## src/rtl/memory_control.sv

```systemverilog
// memory_control: serialises instruction fetches and data accesses onto one fixed-latency RAM port.
// Define MEMCTL_ROUNDROBIN_EN to alternate data/fetch priority instead of fixed data-first.
`timescale 1ns/1ps
module memory_control #(
   parameter int RAM_LAT = 2,
   parameter int WORD_W  = 32
) (
   input  logic              CLK,
   input  logic              RST,
   input  logic              imemREN,
   input  logic [WORD_W-1:0] imemaddr,
   input  logic              dmemREN,
   input  logic              dmemWEN,
   input  logic [WORD_W-1:0] dmemaddr,
   input  logic [WORD_W-1:0] dmemstore,
   output logic              ihit,
   output logic              dhit,
   output logic [WORD_W-1:0] imemload,
   output logic [WORD_W-1:0] dmemload,
   output logic              ramREN,
   output logic              ramWEN,
   output logic [WORD_W-1:0] ramaddr,
   output logic [WORD_W-1:0] ramstore,
   input  logic [WORD_W-1:0] ramload
);
   localparam logic [1:0] IDLE   = 2'd0;
   localparam logic [1:0] ACCESS = 2'd1;
   localparam logic [1:0] RESP   = 2'd2;
   localparam logic [3:0] LAT_M1 = 4'(RAM_LAT - 1);
   logic [1:0]        r_state;
   logic [3:0]        r_cnt;
   logic              r_data;
   logic              r_write;
   logic [WORD_W-1:0] r_addr;
   logic [WORD_W-1:0] r_store;
   logic [WORD_W-1:0] r_iload;
   logic [WORD_W-1:0] r_dload;
   logic              w_dreq;
   logic              w_start;
   logic              w_pick_data;
   assign w_dreq  = dmemREN | dmemWEN;
   assign w_start = w_dreq | imemREN;
`ifdef MEMCTL_ROUNDROBIN_EN
   // r_last_data = 0 means the last access served was a fetch
   logic r_last_data;
   assign w_pick_data = w_dreq & (~imemREN | ~r_last_data);
   always_ff @(posedge CLK) begin
      if (RST)
         r_last_data <= 1'b0;
      else if (r_state == IDLE && w_start)
         r_last_data <= w_pick_data;
   end
`else
   assign w_pick_data = w_dreq;
`endif
   always_ff @(posedge CLK) begin
      if (RST) begin
         r_state <= IDLE;
         r_cnt   <= '0;
         r_data  <= 1'b0;
         r_write <= 1'b0;
         r_addr  <= '0;
         r_store <= '0;
         r_iload <= '0;
         r_dload <= '0;
      end else begin
         case (r_state)
            IDLE: if (w_start) begin
               r_state <= ACCESS;
               r_cnt   <= LAT_M1;
               r_data  <= w_pick_data;
               r_write <= w_pick_data & dmemWEN;
               r_addr  <= w_pick_data ? dmemaddr : imemaddr;
               r_store <= w_pick_data ? dmemstore : '0;
            end
            ACCESS: begin
               r_cnt <= (r_cnt == 4'd0) ? 4'd0 : 4'(r_cnt - 4'd1);
               if (r_cnt == 4'd0) begin
                  r_state <= RESP;
                  if (!r_data)
                     r_iload <= ramload;
                  else if (!r_write)
                     r_dload <= ramload;
               end
            end
            default: r_state <= IDLE;
         endcase
      end
   end
   assign ramREN   = (r_state == ACCESS) & ~r_write;
   assign ramWEN   = (r_state == ACCESS) & r_write;
   assign ramaddr  = r_addr;
   assign ramstore = r_store;
   assign ihit     = (r_state == RESP) & ~r_data;
   assign dhit     = (r_state == RESP) & r_data;
   assign imemload = r_iload;
   assign dmemload = r_dload;
endmodule
```

## config.mk

```make
export PLATFORM = sky130hd
export DESIGN_NAME = memory_control
export DESIGN_NICKNAME = d
export VERILOG_FILES = /design/src/rtl/memory_control.sv
export SDC_FILE = /design/constraint.sdc
export NUM_CORES = 1
export LEC_CHECK = 0
export ABC_AREA = 1
export CAP_MARGIN = 20
export CORE_ASPECT_RATIO = 1.5
export CORE_MARGIN = 2
export CORE_UTILIZATION = 38
export CTS_CLUSTER_SIZE = 28
export DETAILED_ROUTE_END_ITERATION = 8
export GPL_TIMING_DRIVEN = 0
export PLACE_DENSITY = 0.77
export REMOVE_ABC_BUFFERS = 1
export SYNTH_ARGS = -nofsm -noshare
export SYNTH_HDL_FRONTEND = slang
export SYNTH_SLANG_ARGS = --single-unit
```

## constraint.sdc

```tcl
create_clock -name CLK -period 1.3 [get_ports CLK]
set_input_delay 0.26 -clock CLK [delete_from_list [all_inputs] [get_ports CLK]]
set_output_delay 0.26 -clock CLK [all_outputs]
set_load 0.03 [all_outputs]
```

==> flow_metrics.py <==
metrics = {
    "setup_path": {
        "max_stage_delay_ns": 0.36,
        "reg2regPathDepth": 9,
        "worst-setup-path-type": "reg -> out",
        "crit_path_start_kind": "flip-flop",
        "arrival_ns": 1.25,
        "crit_path_top_delay_cell": "dfxtp_4",
        "endpoint_kind": "primary output",
        "crit_buf_inv": 3,
        "cp_cell_sequence": "inv_4, buf_6, nor3_4, buf_6",
        "regToRegSetupSlack_ns": -0.16,
        "cp_max_fo": 3,
        "worst_path_most_repeated_cell": "buf_6",
        "critPathTopFamily": "flip-flops",
        "reg2reg_to": "imemload[4]",
        "r2r-start": "r_state[1]",
        "required_ns": 1.04,
    },
    "status": {
        "outcome": "finished, violations left",
        "violations": "negative setup slack",
    },
    "drt": {
        "ant_nets": 0,
        "drtIter0Drc": 230,
        "wl_per_cell_microns": 15.9,
        "drt-total-wl_microns": 22400,
        "vias": 6608,
        "vias_per_cell": 4.70,
        "drc": 0,
        "drt-pass1-iter-count": 4,
    },
    "yosys": {
        "ys_seq_area_frac": 0.465,
        "synth-seq-cells": 136,
        "yosysWarnings": 0,
        "ys_types": 21,
        "netlist_area_sq_um": 5860,
        "synth_cells": 884,
        "synth_area_per_cell_sq_um": 6.62,
    },
    "placement": {
        "post_dp_cell_area_sq_um": 8550,
        "place_inst": 1302,
        "dp_hpwl_microns": 11300,
        "portBuffers": 264,
        "place_ws_ns": -1.82,
        "gp_routability_congestion": 0.744,
    },
    "clock_network": {
        "cts_root_buf": "clkbuf_16",
        "tritoncts": "done",
        "clockBufferDepth": 2,
        "cts_buffers": 17,
        "cts_sinks": 136,
        "clock_latency_ns": 0.41,
        "cts_max_level": 4,
        "cts.reportedPaths.clkPinSlew_ns": 0.07,
    },
    "layout": {
        "final_cell_count_no_fill": 1406,
        "fin_nets": 1329,
        "antennaDiodeCount": 0,
        "mostFrequentLayoutCell": "nand2_1",
        "layout-drive-gt1-share": 0.388,
        "fill_cells": 1186,
        "utilization": 0.699,
        "mostFrequentLayoutCells": "nand2_1, clkdlybuf4s50_1, dfxtp_1",
        "area_delta_synth_final_pct": 80.0,
        "postLayoutCellArea_sq_um": 10500,
    },
    "sta": {
        "min_period_over_period": 1.16,
        "slew_headroom": 0.705,
        "rsz0062_at_grt": "yes",
        "setup_violations": 138,
        "worst_pin_slew_ns": 0.441,
        "maxClockFrequency_ghz": 0.663,
        "slew_viol_final": 0,
        "tns_ns": -12.46,
        "setup_ws_ns": -0.209,
        "finClkSkew_ns": 0.0158,
        "hold_viol_final": 0,
        "holdWs_ns": 0.207,
        "timing.final.crit_period_ns": 1.51,
    },
    "power": {
        "power.share.clock": 0.269,
        "power_mw": 17.2,
        "peakVddDrop_v": 0.000929,
        "switching_power_mw": 7.00,
        "power.density_nw_per_um2": 1630,
        "p_leak_nw": 5.04,
        "p_int_mw": 10.2,
        "pwr-share-comb": 0.431,
        "swShare": 0.407,
        "pwr-share-seq": 0.300,
    },
    "floorplanning": {
        "die_area_sq_um": 16400,
        "initial_core_util": 0.389,
        "core_area_sq_um": 15100,
        "die_w_microns": 105,
        "die_h_microns": 156,
        "num_rows": 55,
        "ios": 265,
    },
    "worst_hold_path": {
        "hold_path.startpoint": "RST",
        "min_path_cells": 2,
        "hold_end": "ramstore[29]",
        "min_path_type": "in -> reg",
    },
    "grt": {
        "use_met3": 0.0564,
        "grt_overflow_total": 0,
        "grt_usage": 0.238,
        "grt_max_degree": 45,
        "use_met1": 0.253,
        "grt-busiest-layer": "met2",
        "antenna_found_initial": 0,
        "grt_pass1_vias": 6015,
        "grt_pass1_wl_microns": 30900,
        "met2_usage": 0.446,
    },
    "flow_run": {
        "cap_violations": 0,
    },
}
-- worst max path at each step --
stage	start	to	cells after the start
global placement	RST	imemload[4]	4
global route	r_state[1]	dhit	4
CTS	r_state[1]	dhit	4
finish	r_state[1]	dhit	4
detailed placement	dmemWEN	ramaddr[3]	8
floorplan	dmemREN	ramaddr[0]	6
-- synthesized netlist by cell type --
library cell    n  area, sq um
nand2_1       360         1350
dfxtp_1       136         2720
nor2_1        102          383
inv_1          99          372
a21oi_1        70          350
nand3_1        38          190
buf_2          25          125
inv_2          11         41.3
clkbuf_1       10         37.5
buf_6           9          101
buf_1           5         18.8
nand2_2         4         25.0
nor2_4          3         33.8
nor3_1          3         15.0
ha_1            2         25.0
o21ai_0         2         10.0
clkinv_1        1         3.75
nand2_4         1         11.3
nand3_2         1         10.0
nor2_8          1         20.0
xor2_1          1         8.76
-- what timing repair did --
action / CTS / global route
buffers inserted: 28 / 17
resized for setup: 763 / 264
pin swaps: 44 / 57
hold buffers: 0 / 0
setup endpoints to repair: 267 / 142
cloned: 15 / 13
-- routing by layer --
layer	part of all wire	wire, microns	vias to the layer above
met2	0.54	12100	273
li1	-	-	3283
met4	0.039	862	0
met5	0	0	-
met3	0.056	1250	55
met1	0.36	8150	2997
-- power by group through the flow --
stage / Combinational (mW) / Sequential [mW] / Clock (mW)
after global routing: 7.88 / 5.21 / 4.88
after detailed placement: 5.10 / 5.16 / 0
final: 7.41 / 5.15 / 4.63
after floorplan: 1.82 / 6.26 / 0
after CTS: 5.72 / 5.10 / 4.69
after global placement: 5.00 / 5.14 / 0
-- cells by family (layout without fill, tap and decap cells) --
group,Yosys count,count (layout),synth area share
AOI/OAI and AO/OA,72,72,0.0615
adders and majority gates,2,2,0.00427
buffers and inverters,160,473,0.119
DFF,136,136,0.465
and+or+nand+nor,513,523,0.348
xor gates and xnor gates,1,1,0.00150
-- worst reg2reg max path, delay by kind of cell (launching register included) --
family / cells / cell delay, ns
buf+inv: 4 / 0.58
flops: 1 / 0.35
simple gates: 5 / 0.46
-- registers in the layout (all words and copies together) (netlist names) --
name,flops
dmemload,32
imemload,32
ramaddr,32
ramstore,32
r_cnt,4
r_state,2
r_data,1
r_write,1
-- final cells by class --
class | instances | area, sq um | area share
flip-flops and latches | 136 | 2740 | 0.260
clock buffers | 17 | 425 | 0.0404
repair buffers | 323 | 2880 | 0.273
repair inverters | 7 | 131 | 0.0125
well taps | 199 | 249 | 0.0236
clock inverters | 15 | 134 | 0.0127
multi-input cells | 598 | 3490 | 0.331
inverters | 111 | 483 | 0.0458
Power figures use the tool's default switching activity.
